$ cat src/rtl/reward_manager.sv
// Timed power-up manager: arbitrates pickup of the single on-map reward offer and
// runs one independent countdown per reward type on the 4 Hz game tick.
module reward_manager #(
    parameter int NUM_REWARDS = 5,
    parameter int TYPE_W      = 3,
    parameter int GRID_W      = 5,
    parameter int CNT_W       = 8,
    parameter int DURATION    = 20,
    parameter int STACK_MODE  = 0
) (
    input  logic                   clk,
    input  logic                   rst,
    input  logic                   tick,
    input  logic                   enable,
    input  logic                   clear,
    input  logic                   mode_infinity,
    input  logic [GRID_W-1:0]      tank_xpos,
    input  logic [GRID_W-1:0]      tank_ypos,
    input  logic                   offer_valid,
    input  logic [TYPE_W-1:0]      offer_type,
    input  logic [GRID_W-1:0]      offer_xpos,
    input  logic [GRID_W-1:0]      offer_ypos,
    output logic                   offer_taken,
    output logic [NUM_REWARDS-1:0] active,
    output logic                   addtime_pulse,
    input  logic [TYPE_W-1:0]      remain_sel,
    output logic [CNT_W-1:0]       remain_out
);

    typedef enum logic [1:0] {
        IDLE     = 2'd0,
        ARMED    = 2'd1,
        TAKEN    = 2'd2,
        WAIT_CLR = 2'd3
    } state_t;

    localparam logic [CNT_W:0] DUR_EXT = (CNT_W + 1)'(DURATION);

    state_t           state;
    logic [CNT_W-1:0] timer    [NUM_REWARDS];
    logic [CNT_W-1:0] load_val [NUM_REWARDS];
    logic [NUM_REWARDS-1:0] load_en;
    logic             game_step;
    logic             pickup;
    logic             grant_addtime;
    logic [CNT_W-1:0] sel_value;

    function automatic logic [CNT_W-1:0] sat_cnt(input logic [CNT_W:0] v);
        return v[CNT_W] ? {CNT_W{1'b1}} : v[CNT_W-1:0];
    endfunction

    function automatic logic [CNT_W-1:0] load_value(input logic [CNT_W-1:0] cur);
        logic [CNT_W:0] sum;
        if (STACK_MODE == 0)
            sum = DUR_EXT;
        else
            sum = {1'b0, cur} + DUR_EXT;
        return sat_cnt(sum);
    endfunction

    assign game_step = tick & enable;

    // A reward sitting at row or column 0 is treated as off-map and can never be collected.
    assign pickup = (state == ARMED) && game_step
                 && (offer_xpos != '0) && (offer_ypos != '0)
                 && (tank_xpos == offer_xpos) && (tank_ypos == offer_ypos);

    assign grant_addtime = pickup && mode_infinity && (offer_type == TYPE_W'(1));

    always_comb begin
        load_en = '0;
        for (int k = 0; k < NUM_REWARDS; k++) begin
            load_val[k] = load_value(timer[k]);
            load_en[k]  = pickup && !grant_addtime && (offer_type == TYPE_W'(k + 1));
        end
    end

    always_comb begin
        active = '0;
        for (int k = 0; k < NUM_REWARDS; k++)
            active[k] = (timer[k] != '0);
    end

    always_comb begin
        sel_value = '0;
        for (int k = 0; k < NUM_REWARDS; k++)
            if (remain_sel == TYPE_W'(k + 1))
                sel_value = timer[k];
    end

    // Offer handshake: one pickup per offer, re-armed only after offer_valid is seen low.
    always_ff @(posedge clk) begin
        if (rst || clear) begin
            state         <= IDLE;
            offer_taken   <= 1'b0;
            addtime_pulse <= 1'b0;
        end else if (enable) begin
            offer_taken   <= 1'b0;
            addtime_pulse <= grant_addtime;
            case (state)
                IDLE: begin
                    if (offer_valid)
                        state <= ARMED;
                end
                ARMED: begin
                    if (pickup) begin
                        state       <= TAKEN;
                        offer_taken <= 1'b1;
                    end else if (!offer_valid) begin
                        state <= IDLE;
                    end
                end
                TAKEN: begin
                    state <= WAIT_CLR;
                end
                WAIT_CLR: begin
                    if (!offer_valid)
                        state <= IDLE;
                end
                default: state <= IDLE;
            endcase
        end
    end

    // A load on a tick replaces that timer's decrement for the same tick.
    always_ff @(posedge clk) begin
        if (rst || clear) begin
            for (int k = 0; k < NUM_REWARDS; k++)
                timer[k] <= '0;
        end else begin
            for (int k = 0; k < NUM_REWARDS; k++) begin
                if (load_en[k])
                    timer[k] <= load_val[k];
                else if (game_step && (timer[k] != '0))
                    timer[k] <= timer[k] - 1'b1;
            end
        end
    end

    always_ff @(posedge clk) begin
        if (rst || clear)
            remain_out <= '0;
        else
            remain_out <= sel_value;
    end

endmodule
$ cat config.mk
export PLATFORM = sky130hd
export DESIGN_NAME = reward_manager
export DESIGN_NICKNAME = d
export VERILOG_FILES = /design/src/rtl/reward_manager.sv
export SDC_FILE = /design/constraint.sdc
export NUM_CORES = 1
export LEC_CHECK = 0
export CAP_MARGIN = 30
export CORE_UTILIZATION = 57
export CTS_BUF_LIST = sky130_fd_sc_hd__clkbuf_8
export DETAILED_ROUTE_END_ITERATION = 8
export GPL_TIMING_DRIVEN = 0
export PLACE_DENSITY = 0.84
export SYNTH_ARGS = -nofsm -noshare
export SYNTH_HDL_FRONTEND = slang
export SYNTH_SLANG_ARGS = --single-unit
$ cat constraint.sdc
create_clock -name clk -period 6.2 [get_ports clk]
set_input_delay 0.62 -clock clk [delete_from_list [all_inputs] [get_ports clk]]
set_output_delay 0.62 -clock clk [all_outputs]
set_load 0.02 [all_outputs]
==> results_dict.tcl <==
set metrics [dict create \
    fillers 386 \
    finalSetupViolCount 0 \
    crit_path_start "enable" \
    clock_skew_ns 0.00627 \
    r2r_end "timer[4][4]$_DFFE_PP_" \
    worstSetupPathType "in2reg" \
    drt_iter0_markers 162 \
    cts_setup_buffers 0 \
    path_max_fanout 8 \
    post_drt_wl_per_cell_um 16.5 \
    yosys_register_bits 52 \
    power_density_mw_per_mm2 216 \
    clock-sinks 52 \
    hold_depth 2 \
    power_frac_comb_pct 19.6 \
    grt_pass1_wl_um 11500 \
    synth_ff_type "edfxtp_1" \
    crit_path_end_kind "flop" \
    finalCoreUtilization_pct 72.5 \
    fin_setup_tns_ns 0 \
    hold_slack_ns 0.474 \
    maxSlewViolCount 0 \
    use_met2_pct 48.2 \
    diodes 0 \
    row_count 26 \
    finalCriticalPeriod_ns 3.10 \
    cts-root-buf "clkbuf_8" \
    grt-busiest-layer "met2" \
    holdCritPathClass "reg2reg" \
    start_util_pct 60.0 \
    fp.dieArea_sq_mm 0.00575 \
    r2r-start "timer[2][3]$_SDFFCE_PN0P_" \
    antenna_found_initial 0 \
    hold_viol 0 \
    route.detailed.drc 0 \
    syn_to_final_growth_pct 20.7 \
    maxSlewHeadroom_pct 48.0 \
    final_cell_mix "49 x nor2_1, 44 x clkdlybuf4s50_1, 40 x edfxtp_1, 27 x xnor2_1, 26 x nand2_1" \
    overflow 0 \
    syn_area_sq_mm 0.00311 \
    use_met1_pct 33.5 \
    met3_usage_pct 5.29 \
    cts.path.max_buffers 2 \
    cts_tree "yes" \
    internal_power_mw 0.591 \
    grt_pass1_vias 2469 \
    layout_commonest_cell "nor2_1" \
    syn_avg_cell_area_sq_um 9.77 \
    grt_usage_pct 27.5 \
    yosysUniqueCellTypes 41 \
    clkPwrFrac_pct 29.1 \
    drt_first_pass_iters 5 \
    io_pins 48 \
    hold_buffers 0 \
    worstSkewPairLatency_ns 0.31 \
    die_h_um 75.8 \
    r2r_slack_ns 3.40 \
    async_flop_share_pct 0 \
    hpwl_um 5520 \
    ctsResizeCount 0 \
    ant_nets 0 \
    synth_edf_count 40 \
    grt_max_degree 17 \
    clk_pin_slew_worst_paths_ns 0.09 \
    rsz0062_at_grt "false" \
    fmax_mhz 322 \
    rr_worst_depth 5 \
    cp.required_ns 6.14 \
    drive_gt1_share_pct 6.74 \
    die_w_um 75.8 \
    status "completed" \
    syn_nets 358 \
    worst_pin_slew_ns 0.777 \
    ys_warn_count 0 \
    io_buffers 44 \
    core_sq_mm 0.00517 \
    cp-start-kind "input pin" \
    cp-endpoint "timer[4][2]$_DFFE_PP_" \
    gp_congestion 0.925 \
    viasPerCell 5.82 \
    drv_cap 0 \
    period_share_pct 50.1 \
    synth_cells 318 \
    ir_worst_vdd_mv 0.164 \
    power_frac_seq_pct 51.3 \
    ctsHtreeMaxLevel 2 \
    cts_buffers 5 \
    swShare_pct 27.0 \
    num-nets-final 410 \
    routed-via-count 2566 \
    power.leakage_nw 1.33 \
    p_sw_mw 0.219 \
    cp.arrival_ns 3.05 \
    wirelength_um 7290 \
    yosysSeqAreaShare_pct 46.4 \
]
==> sequential cells by signal, indices dropped and copies added, names as in the netlist <==
register / cells
addtime_pulse: 1
offer_taken: 1
remain_out: 8
state: 2
timer: 40
==> final cells by class <==
type / instances / area (sq um) / share of cell area (%)
multi-input cells: 243 / 1580 / 42.1
inverters: 14 / 52.6 / 1.40
flip-flops and latches: 52 / 1440 / 38.5
clock buffers: 5 / 68.8 / 1.84
repair buffers: 45 / 445 / 11.9
clock inverters: 3 / 41.3 / 1.10
plain buffers: 9 / 35.0 / 0.935
well taps: 70 / 87.6 / 2.34
==> synth_stat cells, types with 2 or more instances <==
cell type	n	area share, %
inv_1	14	1.7
a22oi_1	8	1.9
nand3_1	10	1.6
nor4_1	4	0.81
or4_1	4	0.97
xor2_1	12	3.4
o211ai_1	11	2.7
nor3_1	8	1.3
clkbuf_1	8	0.97
xnor2_1	27	7.6
nand4_1	2	0.40
a211oi_1	9	2.2
ha_1	7	2.8
and2_1	2	0.40
nand3b_1	2	0.48
or3_1	2	0.40
o21a_1	2	0.48
edfxtp_1	40	39
o31ai_1	4	0.97
o21ai_0	9	1.5
dfxtp_1	12	7.7
nor2_1	49	5.9
nor3b_1	7	1.7
a21oi_1	11	1.8
or2_2	2	0.40
or4_4	2	0.73
a21o_1	4	0.97
mux2_2	8	2.9
nand2_1	26	3.1
==> cells by family (layout without fill, tap and decap cells) <==
logic type / Yosys count / count (layout) / synth area share, %
DFF: 52 / 52 / 46.4
AOI/OAI and AO/OA: 62 / 62 / 13.7
buffers and inverters: 23 / 76 / 2.82
muxes: 8 / 8 / 2.90
adders and majority gates: 7 / 7 / 2.82
and+or+nand+nor: 127 / 127 / 20.3
xor gates and xnor gates: 39 / 39 / 11.0
==> metal layers <==
layer | routed length, um | share of wire, % | vias to the layer above
met1 | 3100 | 43 | 1234
li1 | - | - | 1252
met5 | 0 | 0 | -
met2 | 3760 | 52 | 65
met4 | 138 | 1.9 | 0
met3 | 289 | 4.0 | 15
==> through the flow <==
stage	setup slack (ns)	cells	cell area (sq um)	total power, mW
global placement	2.52	432	3630	0.572
detailed placement	2.78	433	3640	0.578
CTS	3.11	441	3750	0.809
finish	3.10	441	3750	0.809
global route	2.87	441	3750	0.841
floorplan	3.57	318	3110	0.520
==> worst min path at each step <==
stage	to	slack (ns)	startpoint
global route	addtime_pulse$_SDFFE_PP0P_	0.50	addtime_pulse$_SDFFE_PP0P_
global placement	addtime_pulse$_SDFFE_PP0P_	0.44	addtime_pulse$_SDFFE_PP0P_
CTS	addtime_pulse$_SDFFE_PP0P_	0.48	addtime_pulse$_SDFFE_PP0P_
detailed placement	addtime_pulse$_SDFFE_PP0P_	0.46	addtime_pulse$_SDFFE_PP0P_
floorplan	state[0]$_SDFFE_PP0P_	0.45	state[0]$_SDFFE_PP0P_
finish	addtime_pulse$_SDFFE_PP0P_	0.47	addtime_pulse$_SDFFE_PP0P_
==> power by group through the flow <==
stage	Combinational [mW]	Clock [mW]	Sequential, mW
after floorplan	0.102	0	0.418
after detailed placement	0.156	0	0.422
after global routing	0.174	0.250	0.417
after global placement	0.151	0	0.421
final	0.159	0.236	0.415
after CTS	0.158	0.237	0.414
==> critical path: stages <==
cell and delay (ns):
clkdlybuf4s50_1 0.49, and4b_1 0.23, nand4_1 0.12, or4_1 0.51, clkbuf_1 0.18, o21ai_1 0.45, o211ai_1 0.45
Note: power is estimated with default switching activity, not from simulation.
